[src/rtl/cond_issue_if.sv]
// Decode/writeback-to-issue-controller bundle: instruction offer, flag writeback and issue status.
interface cond_issue_if #(
    parameter int PEND_W = 2
);
    logic              instr_valid_i;
    logic              instr_ready_o;
    logic [3:0]        cond_i;
    logic [1:0]        flag_write_i;
    logic              is_branch_i;
    logic              fw_valid_i;
    logic [1:0]        fw_mask_i;
    logic [3:0]        alu_flags_i;
    logic              exec_valid_o;
    logic              cond_ex_o;
    logic              flush_o;
    logic              illegal_o;
    logic [3:0]        flags_o;
    logic [PEND_W-1:0] pending_o;

    modport master (
        output instr_valid_i, cond_i, flag_write_i, is_branch_i,
               fw_valid_i, fw_mask_i, alu_flags_i,
        input  instr_ready_o, exec_valid_o, cond_ex_o, flush_o,
               illegal_o, flags_o, pending_o
    );

    modport slave (
        input  instr_valid_i, cond_i, flag_write_i, is_branch_i,
               fw_valid_i, fw_mask_i, alu_flags_i,
        output instr_ready_o, exec_valid_o, cond_ex_o, flush_o,
               illegal_o, flags_o, pending_o
    );
endinterface

[src/rtl/cond_issue_ctrl.sv]
// Issue controller: owns NZCV, evaluates ARM condition codes, stalls on in-flight
// flag writes and opens a fixed flush window after a taken branch.
module cond_issue_ctrl #(
    parameter int FLUSH_CYCLES = 2,
    parameter int PEND_MAX     = 3,
    parameter int PEND_W       = 2
) (
    input logic         clk,
    input logic         reset,
    cond_issue_if.slave bus
);
    localparam int CNT_W = (FLUSH_CYCLES > 1) ? $clog2(FLUSH_CYCLES) : 1;

    typedef enum logic [1:0] {RUN, STALL, FLUSH} state_t;

    state_t            state;
    logic [CNT_W-1:0]  flush_cnt;
    logic [3:0]        flags_q;
    logic [PEND_W-1:0] pend_q;
    logic              exec_q, cond_ex_q, flush_q, illegal_q;

    logic [3:0]        byp;
    logic [PEND_W-1:0] pend_dec;
    logic              pass, pend_blocked, full_blocked, ready, accept, inc;

    // Condition evaluation sees this cycle's writeback so a flag producer and its
    // consumer can meet in the same cycle without an extra stall.
    always_comb begin
        byp = flags_q;
        if (bus.fw_valid_i && bus.fw_mask_i[1]) byp[3:2] = bus.alu_flags_i[3:2];
        if (bus.fw_valid_i && bus.fw_mask_i[0]) byp[1:0] = bus.alu_flags_i[1:0];

        pass = 1'b0;
        case (bus.cond_i)
            4'h0: pass = byp[2];
            4'h1: pass = !byp[2];
            4'h2: pass = byp[1];
            4'h3: pass = !byp[1];
            4'h4: pass = byp[3];
            4'h5: pass = !byp[3];
            4'h6: pass = byp[0];
            4'h7: pass = !byp[0];
            4'h8: pass = byp[1] && !byp[2];
            4'h9: pass = !byp[1] || byp[2];
            4'hA: pass = byp[3] == byp[0];
            4'hB: pass = byp[3] != byp[0];
            4'hC: pass = !byp[2] && (byp[3] == byp[0]);
            4'hD: pass = byp[2] || (byp[3] != byp[0]);
            4'hE: pass = 1'b1;
            default: pass = 1'b0;
        endcase

        pend_dec = pend_q;
        if (bus.fw_valid_i && (pend_q != '0)) pend_dec = pend_q - PEND_W'(1);

        pend_blocked = (bus.cond_i != 4'hE) && (pend_dec != '0);
        full_blocked = (bus.flag_write_i != '0) && (pend_dec == PEND_W'(PEND_MAX));
        ready        = (state != FLUSH) && !pend_blocked && !full_blocked;
        accept       = bus.instr_valid_i && ready;
        inc          = accept && (bus.flag_write_i != '0) && pass;
    end

    always_ff @(posedge clk) begin
        if (reset) begin
            state     <= RUN;
            flush_cnt <= '0;
            flags_q   <= '0;
            pend_q    <= '0;
            exec_q    <= 1'b0;
            cond_ex_q <= 1'b0;
            flush_q   <= 1'b0;
            illegal_q <= 1'b0;
        end else begin
            exec_q    <= accept;
            cond_ex_q <= accept && pass;
            illegal_q <= accept && (bus.cond_i == 4'hF);
            pend_q    <= pend_dec + PEND_W'(inc);
            if (bus.fw_valid_i) flags_q <= byp;

            case (state)
                RUN, STALL: begin
                    if (accept && bus.is_branch_i && pass) begin
                        state     <= FLUSH;
                        flush_q   <= 1'b1;
                        flush_cnt <= CNT_W'(FLUSH_CYCLES - 1);
                    end else if (bus.instr_valid_i && !ready) begin
                        state <= STALL;
                    end else begin
                        state <= RUN;
                    end
                end
                FLUSH: begin
                    if (flush_cnt == '0) begin
                        state   <= RUN;
                        flush_q <= 1'b0;
                    end else begin
                        flush_cnt <= flush_cnt - CNT_W'(1);
                    end
                end
                default: begin
                    state   <= RUN;
                    flush_q <= 1'b0;
                end
            endcase
        end
    end

    assign bus.instr_ready_o = ready;
    assign bus.exec_valid_o  = exec_q;
    assign bus.cond_ex_o     = cond_ex_q;
    assign bus.flush_o       = flush_q;
    assign bus.illegal_o     = illegal_q;
    assign bus.flags_o       = flags_q;
    assign bus.pending_o     = pend_q;
endmodule
[src/flat_wrapper.sv]
// flat-port wrapper written by rule: the top's interface ports become plain ports
module cond_issue_ctrl_flat 
#(
    parameter int FLUSH_CYCLES = 2,
    parameter int PEND_MAX     = 3,
    parameter int PEND_W       = 2
)
  (clk, reset, bus_instr_valid_i, bus_cond_i, bus_flag_write_i, bus_is_branch_i, bus_fw_valid_i, bus_fw_mask_i, bus_alu_flags_i, bus_instr_ready_o, bus_exec_valid_o, bus_cond_ex_o, bus_flush_o, bus_illegal_o, bus_flags_o, bus_pending_o);
  cond_issue_if #(.PEND_W(PEND_W)) bus_i ();
  input logic clk;
  input logic reset;
  input wire logic [$bits(bus_i.instr_valid_i)-1:0] bus_instr_valid_i;
  input wire logic [$bits(bus_i.cond_i)-1:0] bus_cond_i;
  input wire logic [$bits(bus_i.flag_write_i)-1:0] bus_flag_write_i;
  input wire logic [$bits(bus_i.is_branch_i)-1:0] bus_is_branch_i;
  input wire logic [$bits(bus_i.fw_valid_i)-1:0] bus_fw_valid_i;
  input wire logic [$bits(bus_i.fw_mask_i)-1:0] bus_fw_mask_i;
  input wire logic [$bits(bus_i.alu_flags_i)-1:0] bus_alu_flags_i;
  output wire logic [$bits(bus_i.instr_ready_o)-1:0] bus_instr_ready_o;
  output wire logic [$bits(bus_i.exec_valid_o)-1:0] bus_exec_valid_o;
  output wire logic [$bits(bus_i.cond_ex_o)-1:0] bus_cond_ex_o;
  output wire logic [$bits(bus_i.flush_o)-1:0] bus_flush_o;
  output wire logic [$bits(bus_i.illegal_o)-1:0] bus_illegal_o;
  output wire logic [$bits(bus_i.flags_o)-1:0] bus_flags_o;
  output wire logic [$bits(bus_i.pending_o)-1:0] bus_pending_o;
  assign bus_i.instr_valid_i = bus_instr_valid_i;
  assign bus_i.cond_i = bus_cond_i;
  assign bus_i.flag_write_i = bus_flag_write_i;
  assign bus_i.is_branch_i = bus_is_branch_i;
  assign bus_i.fw_valid_i = bus_fw_valid_i;
  assign bus_i.fw_mask_i = bus_fw_mask_i;
  assign bus_i.alu_flags_i = bus_alu_flags_i;
  assign bus_instr_ready_o = bus_i.instr_ready_o;
  assign bus_exec_valid_o = bus_i.exec_valid_o;
  assign bus_cond_ex_o = bus_i.cond_ex_o;
  assign bus_flush_o = bus_i.flush_o;
  assign bus_illegal_o = bus_i.illegal_o;
  assign bus_flags_o = bus_i.flags_o;
  assign bus_pending_o = bus_i.pending_o;
  cond_issue_ctrl #(.FLUSH_CYCLES(FLUSH_CYCLES), .PEND_MAX(PEND_MAX), .PEND_W(PEND_W)) u_core (.clk(clk), .reset(reset), .bus(bus_i));
endmodule
[config.mk]
export PLATFORM = sky130hd
export DESIGN_NAME = cond_issue_ctrl_flat
export DESIGN_NICKNAME = d
export VERILOG_FILES = /design/src/rtl/cond_issue_if.sv /design/src/rtl/cond_issue_ctrl.sv /design/src/flat_wrapper.sv
export SDC_FILE = /design/constraint.sdc
export NUM_CORES = 1
export LEC_CHECK = 0
export CORE_MARGIN = 4
export CORE_UTILIZATION = 40
export DETAILED_ROUTE_END_ITERATION = 7
export PLACE_DENSITY = 0.75
export SLEW_MARGIN = 20
export SYNTH_ARGS = -nofsm -noshare
export SYNTH_HDL_FRONTEND = slang
export SYNTH_SLANG_ARGS = --single-unit
[constraint.sdc]
create_clock -name clk -period 2.3 [get_ports clk]
set_input_delay 0.46 -clock clk [delete_from_list [all_inputs] [get_ports clk]]
set_output_delay 0.46 -clock clk [all_outputs]
set_load 0.02 [all_outputs]
==> results by group, run 1 <==
Clocking
  – Htree depth: 1
  – CTS tree: done
  – Worst-Skew Late Latency: between 0.2 and 0.3 ns
  – Hold-fix buffers at CTS: 0
  – CTS sink count: 13
  – CTS Root Cell: clkbuf_4
  – CTS Buf Count: 3
  – Clock-pin slew on the worst setup and hold paths: about 0.08 ns
  – CTS Buffer Depth: 2

Placement
  – Buffers on Ports: 27
  – DP HPWL: 1790 um
  – Routability cong.: between 0.8 and 0.9

Synthesis
  – Synth Register Bits: 13
  – Synthesized area: roughly 860 um^2
  – Yosys warning total: 0
  – Syn_area_per_cell: around 8.5 um^2
  – Syn Inst Count: between 100 and 150
  – Sequential fraction of the synthesis area: 30.4%
  – Post-synth cell types: 38
  – Syn Nets: 120

Critical path
  – Critical-path cell list: inv_2, ha_2, or2b_1, xnor2_2, o21ai_2, nor2b_4, o21ai_2, inv_1, buf_6
  – R2R depth: 8
  – RR Startpoint: u_core.bus.flags_o[3]$_SDFFE_PP0P_
  – Crit path launch type: flop
  – Worst r2r dst: u_core.bus.pending_o[0]$_SDFF_PP0_
  – Critical path endpoint: bus_instr_ready_o
  – Peak per-stage delay on the critical path: 0.34 ns
  – Crit-path most repeated cell: o21ai_2
  – Data arrival, critical path: ~1.8 ns
  – Slowest cell on the critical path: dfxtp_2
  – CP Launch Point: u_core.bus.pending_o[1]$_SDFF_PP0_
  – Flop2flop setup slack: between 0.1 and 0.15 ns
  – Crit end category: output port
  – CP required: 1.84 ns
  – CP max FO: 2
  – Crit path kind: reg2out

Global routing
  – Global-route wire length before repair: about 4200 um
  – Initial antenna violation count: 0
  – Gr usage total: 19.9%
  – Grt ovf: 0
  – Largest net degree at the start of global routing: 11
  – Vias in the first global route: 967

STA
  – Post-route minimum period: 2.28 ns
  – Max Transition Viols Final: 0
  – Worst-margin pin slew: about 0.32 ns
  – Final worst path period share: approximately 99%
  – Hold Fails Final Rpt: 0
  – # setup viols final: 0
  – Final Skew: between 0.007 and 0.008 ns
  – Worst Hold Margin: ~0.49 ns
  – RSZ-0062 raised after global routing: true
  – Relative slew slack: between 70% and 80%
  – Fmax: between 0.4 and 0.5 GHz

Finish
  – Layout Utilization: between 70 and 80%
  – Most frequent cells in the layout: buf_4 (20), clkdlybuf4s50_1 (16), dfxtp_1 (10), nor2_1 (8), buf_6 (7)
  – Number of diodes: 0
  – Post-layout nets: roughly 170
  – Commonest non-fill, non-tap cell in the layout: buf_4
  – Layout area overhead: 72.8%
  – Share of cells above drive strength 1: between 40% and 50%

Job
  – Maxcap violations: 0

Floorplanning
  – Core box area: around 0.0020 mm^2
  – Ports: 28
  – # rows: 16
  – Die ar.: about 0.003 mm^2
  – Die H: about 54 um
  – Die width: ~54 um
  – Initial Utilization: a little over two fifths

Power
  – Leakage: 0.616 nW
  – Peak VDD IR: 0.00109 V
  – PwrDens: approximately 800 mW/mm^2

Detailed routing
  – ANT nets after route: 0
  – Remaining DRCs: 0
  – Vias per cell: around 5.5
  – First-pass DRT Iterations: 4
  – DRT iter0 DRCs: 25
  – Routed wire length: 2750 um
  – Vias: 992
  – Routed len/inst: between 15 and 20 um

Status
  – Status: finished clean

Worst hold path
  – HP Start: u_core.flush_cnt$_SDFFE_PP0P_
  – Worst min-delay path category: reg2reg
cell families after synthesis:
| group | Yosys count | synth area share, % |
|---|---|---|
| and+or+nand+nor | 41 | 25.7 |
| AOI/OAI and AO/OA | 26 | 23.8 |
| DFF | 13 | 30.4 |
| buffers and inverters | 11 | 4.82 |
| xor gates and xnor gates | 4 | 4.09 |
| muxes | 4 | 8.19 |
| adders and majority gates | 2 | 2.92 |
Yosys cell counts:
cell type | count | share of area, %
mux2_4 | 1 | 1.8
xnor2_1 | 4 | 4.1
or2b_1 | 1 | 0.88
o31ai_1 | 1 | 0.88
nand2_1 | 7 | 3.1
nand4_1 | 1 | 0.73
or3_1 | 3 | 2.2
a21bo_2 | 3 | 3.5
nor2_1 | 8 | 3.5
nand3_1 | 3 | 1.8
a21oi_1 | 3 | 1.8
o22ai_1 | 1 | 0.73
inv_1 | 7 | 3.1
or2_2 | 1 | 0.73
a311o_1 | 1 | 1.2
and2_1 | 2 | 1.5
nor3_1 | 4 | 2.3
mux2i_1 | 1 | 1.2
dfxtp_1 | 13 | 30
nor4b_1 | 1 | 1.0
nor2b_1 | 3 | 2.2
a2111oi_4 | 1 | 3.2
and4_1 | 1 | 1.0
mux2i_4 | 2 | 5.3
nor4_1 | 1 | 0.73
o21ai_1 | 3 | 1.8
o21ai_0 | 6 | 3.5
ha_1 | 2 | 2.9
a2111oi_0 | 1 | 1.0
nand3b_1 | 3 | 2.6
buf_1 | 1 | 0.44
o32a_1 | 1 | 1.2
o2111ai_1 | 1 | 1.0
o32ai_1 | 2 | 2.0
clkbuf_1 | 3 | 1.3
o31a_2 | 1 | 1.2
o21a_1 | 1 | 0.88
nand2b_1 | 2 | 1.5
layer usage:
| layer | GRT usage [%] | wire length (um) |
|---|---|---|
| met1 | 22.7 | 1150 |
| met2 | 33.5 | 1320 |
| met3 | 5.18 | 171 |
| met4 | 10.8 | 106 |
| met5 | 0 | 0 |
stage by stage:
stage                     setup WS [ns]  setup TNS, ns  power, mW  cells  cell area (um^2)
after floorplan                -0.00256       -0.00256      0.617    101               862
after global placement           -0.652          -3.24      0.902    173              1320
after detailed placement         -0.643          -3.44      0.908    173              1320
after CTS                       -0.0230        -0.0230       1.15    180              1440
after global routing            -0.0952         -0.165       1.25    181              1480
final                            0.0182              0       1.17    181              1480
report_power, final:
part | internal [mW] | switching, mW | total (mW) | leakage, nW
sequential | 0.270 | 0.0214 | 0.291 | 0.107
combinational | 0.383 | 0.348 | 0.731 | 0.494
clock | 0.0672 | 0.0803 | 0.148 | 0.0150
total | 0.720 | 0.449 | 1.17 | 0.616
final cells by class:
cell class                 instances  area, um^2
sequential                        13         264
clock buffer                       4        26.3
timing repair buffer              53         478
fill                             147         523
multi-input combinational         77         651
inverter                           7        26.3
tap                               27        33.8
how the worst min path moves through the flow:
stage | end | cells after the start | slack, ns
2_1_floorplan | u_core.state[1]$_SDFFE_PP0P_ | 2 | 0.46
3_3_place_gp | u_core.state[1]$_SDFFE_PP0P_ | 2 | 0.46
3_5_place_dp | u_core.bus.flush_o$_SDFFE_PP0P_ | 2 | 0.48
4_1_cts | u_core.bus.flush_o$_SDFFE_PP0P_ | 2 | 0.49
5_1_grt | u_core.state[1]$_SDFFE_PP0P_ | 2 | 0.50
6_report | u_core.state[1]$_SDFFE_PP0P_ | 2 | 0.49
worst max-delay path, delay by kind of cell, from the launching register on:
kind	cells	cell delay, ns
and+or+nand+nor	2	0.39
DFF	1	0.34
buffers and inverters	3	0.23
AOI/OAI and AO/OA	2	0.22
xor gates and xnor gates	1	0.21
adders and majority gates	1	0.16
sequential cells by signal, indices dropped and copies added (netlist names):
register	flops
u_core.bus.cond_ex_o	1
u_core.bus.flush_o	1
u_core.bus.flags_o	4
u_core.bus.exec_valid_o	1
u_core.flush_cnt	1
u_core.state	2
u_core.bus.pending_o	2
u_core.bus.illegal_o	1
what timing repair did:
action | CTS | global route
endpoints found under the setup margin | 7 | 6
gates resized for setup | 44 | 13
hold endpoints to repair | 0 | 0
setup buffers | 3 | 2
pin swaps | 13 | 10
No activity file was read; power rests on OpenSTA's default activity.
==> run 2, diff against run 1 <==
ABC_AREA = 0   (was unset)
DONT_BUFFER_PORTS = 1   (was unset)
PLACE_DENSITY = 0.57   (was 0.75)
==> results by group, run 2 (same netlist as run 1, synthesis figures left out) <==
Placement
  – DP Cell Count: 135 (was 173)
  – Placed Area: 962 um^2 (was 0.00132 mm^2)
  – Routability cong.: 0.871 (was 0.844)
  – DP HPWL: 1470 um (was 1790 um)
  – Buffers on Ports: 0 (was 27)
  – Pre-CTS WS: -0.0490 ns (was -0.643 ns)

Clocking
  – CTS sink count: 13 (unchanged)
  – CTS Root Cell: clkbuf_4 (unchanged)
  – CTS Buf Count: 3 (unchanged)
  – Worst-Skew Late Latency: 0.26 ns (was 0.28 ns)
  – Htree depth: 1 (unchanged)
  – Clock-pin slew on the worst setup and hold paths: 0.07 ns (was 0.08 ns)
  – CTS tree: done (unchanged)
  – CTS Buffer Depth: 2 (unchanged)

Finish
  – Commonest non-fill, non-tap cell in the layout: buf_4 (unchanged)
  – Layout Utilization: 51.6% (was 73.9%)
  – Number of diodes: 0 (unchanged)
  – Layout area overhead: 20.8% (was 72.8%)
  – Post-route cell area: 0.00103 mm^2 (was 0.00148 mm^2)
  – Most frequent cells in the layout: buf_4 (11), dfxtp_1 (10), nor2_1 (8), nand2_1 (7), inv_1 (6) (was buf_4 (20), clkdlybuf4s50_1 (16), dfxtp_1 (10), nor2_1 (8), buf_6 (7))
  – Max FFs per register: 4 (unchanged)
  – # fillers: 200 (was 147)
  – Finished Layout Cells: 139 (was 181)
  – Post-layout nets: 132 (was 174)
  – Share of cells above drive strength 1: 30.4% (was 42.9%)

STA
  – Relative slew slack: 75.1% (was 78.2%)
  – RSZ-0062 raised after global routing: true (unchanged)
  – # setup viols final: 0 (unchanged)
  – Hold Fails Final Rpt: 0 (unchanged)
  – Final worst path period share: 96.3% (was 99.2%)
  – Setup TNS: 0 ns (unchanged)
  – Worst Hold Margin: 0.249 ns (was 0.485 ns)
  – Final worst slack: 0.0858 ns (was 0.0182 ns)
  – Post-route minimum period: 2.21 ns (was 2.28 ns)
  – Worst-margin pin slew: 0.371 ns (was 0.324 ns)
  – Final Skew: 0.00340 ns (was 0.00766 ns)
  – Max Transition Viols Final: 0 (unchanged)
  – Fmax: 0.452 GHz (was 0.438 GHz)

Worst hold path
  – HP Start: reset (was u_core.flush_cnt$_SDFFE_PP0P_)
  – Worst min-delay path category: in2reg (was reg2reg)

Floorplanning
  – Ports: 28 (unchanged)
  – Die width: 54.3 um (unchanged)
  – Core box area: 0.00200 mm^2 (unchanged)
  – Die ar.: 0.00294 mm^2 (unchanged)
  – Initial Utilization: 42.8% (unchanged)
  – # rows: 16 (unchanged)
  – Die H: 54.3 um (unchanged)

Power
  – Switching power: 0.362 mW (was 0.449 mW)
  – PwrDens: 909 mW/mm^2 (was 791 mW/mm^2)
  – Clock share of power: 14.1% (was 12.6%)
  – Switch share: 38.5% (was 38.4%)
  – Combinational share of power: 53.5% (was 62.5%)
  – Peak VDD IR: 0.000793 V (was 0.00109 V)
  – Leakage: 0.394 nW (was 0.616 nW)
  – Seq pwr share: 32.3% (was 24.9%)
  – Int Pwr: 0.577 mW (was 0.720 mW)
  – Final Power: 0.939 mW (was 1.17 mW)

Global routing
  – Initial antenna violation count: 0 (unchanged)
  – Global-route wire length before repair: 2980 um (was 4220 um)
  – Met2 GRT Util: 21.3% (was 33.5%)
  – GRT busiest layer: met2 (unchanged)
  – Vias in the first global route: 708 (was 967)
  – Grt met3 use: 6.81% (was 5.18%)
  – GR Util met1: 17.4% (was 22.7%)
  – Grt ovf: 0 (unchanged)
  – Gr usage total: 13.8% (was 19.9%)
  – Largest net degree at the start of global routing: 14 (was 11)

Critical path
  – CP required: 1.84 ns (about the same)
  – CP max FO: 4 (was 2)
  – Crit path launch type: flop (unchanged)
  – Crit path kind: reg2out (unchanged)
  – Data arrival, critical path: 1.75 ns (was 1.82 ns)
  – RR Startpoint: u_core.bus.flags_o[3]$_SDFFE_PP0P_ (unchanged)
  – CP Launch Point: u_core.bus.pending_o[0]$_SDFF_PP0_ (was u_core.bus.pending_o[1]$_SDFF_PP0_)
  – Crit end category: output port (unchanged)

Detailed routing
  – ANT nets after route: 0 (unchanged)
  – Routed len/inst: 13.2 um (was 15.2 um)
  – Vias: 759 (was 992)
  – DRT iter0 DRCs: 16 (was 25)
  – First-pass DRT Iterations: 4 (unchanged)
  – Routed wire length: 1840 um (was 2750 um)
  – Vias per cell: 5.46 (was 5.48)
  – Remaining DRCs: 0 (unchanged)

Status
  – Status: finished clean (unchanged)

Job
  – Maxcap violations: 0 (unchanged)
==> run 2: cell types whose count changed in the layout (fill, tap and decap cells not counted), sizes merged <==
| cell | previous run | this run |
|---|---|---|
| buf | 28 | 11 |
| clkdlybuf4s50 | 16 | 0 |
| dlygate4sd2 | 5 | 0 |
| dlymetal6s2s | 2 | 0 |
| clkbuf | 5 | 4 |
| clkdlybuf4s15 | 1 | 0 |
==> run 2: layer usage <==
layer	wire length [um]	vias to the layer above
met5	0	-
met4	15	0
met3	224	2
met2	814	29
met1	785	337
li1	-	391
==> run 2: layout make-up <==
type                       count  area (um^2)  area share, %
clock buffer                   4         26.3           2.54
tap                           27         33.8           3.27
inverter                       7         26.3           2.54
multi-input combinational     77          601           58.1
timing repair buffer          11         82.6           7.99
sequential                    13          264           25.5
==> run 2: repair_timing <==
action | 4_1_cts | 5_1_grt
hold endpoints to repair | 0 | 0
endpoints found under the setup margin | 1 | 3
hold buffers | 0 | 0
gates resized for setup | 2 | 11
setup buffers | 0 | 0
pin swaps | 0 | 2
==> run 2: path summary, 6_finish.rpt <==
| kind | slack [ns] | endpoint | cells past startpoint |
|---|---|---|---|
| worst max-delay path | 0.09 | bus_instr_ready_o | 8 |
| worst min-delay path | 0.25 | u_core.bus.flags_o[3]$_SDFFE_PP0P_ | 1 |
| worst max register to register | 0.13 | u_core.bus.pending_o[1]$_SDFF_PP0_ | 9 |
| worst min register to register | 0.50 | u_core.state[1]$_SDFFE_PP0P_ | 2 |
==> run 2: power groups by stage <==
| stage | combinational [mW] | sequential [mW] | clock [mW] |
|---|---|---|---|
| 6_report | 0.503 | 0.304 | 0.133 |
| 5_1_grt | 0.564 | 0.310 | 0.153 |
| 4_1_cts | 0.460 | 0.302 | 0.140 |
| 3_5_place_dp | 0.440 | 0.306 | 0 |
| 3_3_place_gp | 0.436 | 0.307 | 0 |
| 2_1_floorplan | 0.287 | 0.330 | 0 |
==> run 2: worst max-delay path, cell delays in order, from the launching register on <==
cell and delay (ns):
dfxtp_2 0.33, inv_1 0.04, ha_2 0.16, or2b_4 0.28, xnor2_4 0.18, o21ai_2 0.08
nor2b_4 0.13, o21ai_2 0.20, inv_2 0.10
==> run 3, diff against run 2 <==
CORE_MARGIN = 2   (was 4)
PLACE_DENSITY = 0.55   (was 0.57)
clock period = 2.47 ns   (was 2.3 ns; I/O delays follow)
==> results by group, run 3 (same netlist as run 1, synthesis figures left out) <==
Clocking
  – CTS tree: done (unchanged)
  – Hold-fix buffers at CTS: 0 (unchanged)
  – CTS Buf Count: 3 (unchanged)
  – Worst-Skew Late Latency: 0.28 ns (was 0.26 ns)
  – CTS sink count: 13 (unchanged)
  – CTS Buffer Depth: 2 (unchanged)
  – Htree depth: 1 (unchanged)
  – CTS Root Cell: clkbuf_4 (unchanged)
  – Clock-pin slew on the worst setup and hold paths: 0.07 ns (about the same)
  – Postcts setup bufs: 0 (unchanged)

Floorplanning
  – Ports: 28 (unchanged)
  – Core box area: 0.00198 mm^2 (was 0.00200 mm^2)
  – Die width: 50.3 um (was 54.3 um)
  – # rows: 16 (unchanged)
  – Die H: 50.3 um (was 54.3 um)
  – Die ar.: 0.00253 mm^2 (was 0.00294 mm^2)
  – Initial Utilization: 43.2% (was 42.8%)

Critical path
  – RR Startpoint: u_core.bus.flags_o[3]$_SDFFE_PP0P_ (unchanged)
  – Peak per-stage delay on the critical path: 0.34 ns (was 0.33 ns)
  – Crit path kind: reg2out (unchanged)
  – CP Launch Point: u_core.bus.pending_o[0]$_SDFF_PP0_ (unchanged)
  – Slowest cell on the critical path: dfxtp_1 (was dfxtp_2)
  – CP max FO: 4 (unchanged)
  – R2R depth: 8 (was 9)
  – Worst r2r dst: u_core.bus.pending_o[0]$_SDFF_PP0_ (was u_core.bus.pending_o[1]$_SDFF_PP0_)
  – Flop2flop setup slack: 0.17 ns (was 0.13 ns)
  – Crit end category: output port (unchanged)
  – Data arrival, critical path: 1.85 ns (was 1.75 ns)
  – Buf+Inv Stages, Crit Path: 2 (unchanged)
  – Critical path endpoint: bus_instr_ready_o (unchanged)
  – CP required: 1.98 ns (was 1.84 ns)
  – Critical-path cell list: inv_1, ha_1, or2b_1, xnor2_2, o21ai_1, nor2b_1, o21ai_2, inv_2 (was inv_1, ha_2, or2b_4, xnor2_4, o21ai_2, nor2b_4, o21ai_2, inv_2)
  – Critical Path Stages: 8 (unchanged)
  – Crit path launch type: flop (unchanged)
  – Critical path's top delay family: simple AND/OR/NAND/NOR gates (unchanged)

Detailed routing
  – ANT nets after route: 0 (unchanged)
  – Vias per cell: 5.57 (was 5.46)
  – Routed wire length: 1890 um (was 1840 um)
  – Remaining DRCs: 0 (unchanged)
  – Vias: 752 (was 759)
  – First-pass DRT Iterations: 4 (unchanged)
  – DRT iter0 DRCs: 14 (was 16)
  – Routed len/inst: 14.0 um (was 13.2 um)

Placement
  – Routability cong.: 0.943 (was 0.871)
  – DP HPWL: 1480 um (was 1470 um)
  – Buffers on Ports: 0 (unchanged)
  – Placed Area: 927 um^2 (was 962 um^2)
  – DP Cell Count: 131 (was 135)

STA
  – Final worst path period share: 94.9%
  – Relative slew slack: 70.7% (was 75.1%)
  – Setup TNS: 0 ns (unchanged)
  – Worst-margin pin slew: 0.429 ns (was 0.371 ns)
  – Final Skew: 0.00191 ns (was 0.00340 ns)
  – Post-route minimum period: 2.34 ns
  – Max Transition Viols Final: 0 (unchanged)
  – Worst Hold Margin: 0.276 ns (was 0.249 ns)
  – RSZ-0062 raised after global routing: false (was true)
  – Fmax: around 0.43 GHz
  – # setup viols final: 0 (unchanged)
  – Hold Fails Final Rpt: 0 (unchanged)

Power
  – Combinational share of power: 50.8% (was 53.5%)
  – Peak VDD IR: 0.000669 V (was 0.000793 V)
  – Switching power: 0.339 mW (was 0.362 mW)
  – Int Pwr: 0.505 mW (was 0.577 mW)
  – PwrDens: 875 mW/mm^2 (was 909 mW/mm^2)
  – Clock share of power: 15.5% (was 14.1%)
  – Switch share: 40.2% (was 38.5%)
  – Seq pwr share: 33.7% (was 32.3%)
  – Leakage: 0.364 nW (was 0.394 nW)
  – Final Power: 0.844 mW (was 0.939 mW)

Finish
  – Most frequent cells in the layout: dfxtp_1 (13), nor2_1 (8), nand2_1 (7), buf_4 (7), inv_1 (6) (was buf_4 (11), dfxtp_1 (10), nor2_1 (8), nand2_1 (7), inv_1 (6))
  – Commonest non-fill, non-tap cell in the layout: dfxtp_1 (was buf_4)
  – Number of diodes: 0 (unchanged)
  – Share of cells above drive strength 1: 20.4% (was 30.4%)
  – Finished Layout Cells: 135 (was 139)
  – Post-layout nets: 128 (was 132)
  – Post-route cell area: 965 um^2 (was 0.00103 mm^2)
  – Max FFs per register: 4 (unchanged)
  – Layout area overhead: 12.7% (was 20.8%)

Worst hold path
  – Worst min-delay path category: in2reg (unchanged)
  – Hold Crit Depth: 1 (unchanged)

Job
  – Maxcap violations: 0 (unchanged)

Global routing
  – Initial antenna violation count: 0 (unchanged)
  – Largest net degree at the start of global routing: 14 (unchanged)
  – Global-route wire length before repair: 3130 um (was 2980 um)
  – Grt ovf: 0 (unchanged)
  – Vias in the first global route: 680 (was 708)
  – Gr usage total: 16.7% (was 13.8%)

Status
  – Status: finished clean (unchanged)
-- run 3: through the flow --
step / util, % / worst slack (ns)
3_3_place_gp: 46.8 / 0.0947
2_1_floorplan: - / 0.0512
3_5_place_dp: 46.8 / 0.0258
6_report: 48.7 / 0.127
5_1_grt: 48.7 / 0.00647
4_1_cts: 48.3 / 0.000729
-- run 3: what timing repair did --
| item | 4_1_cts | 5_1_grt |
|---|---|---|
| cloned | 0 | 0 |
| setup endpoints to repair | 1 | 1 |
| pin swaps | 0 | 0 |
| hold endpoints to repair | 0 | 0 |
| gates resized for setup | 1 | 3 |
-- run 3: worst min-delay path by stage --
stage | startpoint | end
after global routing | reset | u_core.bus.flags_o[1]$_SDFFE_PP0P_
after global placement | u_core.flush_cnt$_SDFFE_PP0P_ | u_core.state[1]$_SDFFE_PP0P_
after detailed placement | u_core.flush_cnt$_SDFFE_PP0P_ | u_core.state[1]$_SDFFE_PP0P_
after CTS | reset | u_core.bus.pending_o[0]$_SDFF_PP0_
after floorplan | u_core.flush_cnt$_SDFFE_PP0P_ | u_core.state[1]$_SDFFE_PP0P_
final | reset | u_core.bus.flags_o[1]$_SDFFE_PP0P_
-- run 3: worst reg2reg max path, cell delays in order (launching register included) --
cell and delay [ns]:
dfxtp_1 0.33, a21bo_2 0.24, and2_1 0.21, xnor2_1 0.21, mux2_4 0.34, a2111oi_4 0.34
nor3_1 0.11, ha_1 0.30, nor2b_1 0.13
-- run 3: final cells by class --
type	count	area, um^2
clock buffer	4	26.3
tap	27	33.8
multi-input combinational	77	566
sequential	13	260
fill	201	1020
inverter	7	26.3
timing repair buffer	7	52.6
-- run 3: power groups by stage --
| stage | Clock [mW] | Sequential [mW] | Combinational (mW) |
|---|---|---|---|
| global placement | 0 | 0.288 | 0.389 |
| detailed placement | 0 | 0.288 | 0.401 |
| finish | 0.131 | 0.284 | 0.429 |
| global route | 0.149 | 0.289 | 0.461 |
| CTS | 0.136 | 0.284 | 0.414 |
| floorplan | 0 | 0.307 | 0.256 |
-- run 3: layer usage --
layer,vias up,global-route usage [%],wire length [um]
li1,378,-,-
met1,341,22.7,943
met2,31,23.0,812
met3,2,5.95,123
met4,0,8.33,12
met5,-,0,0
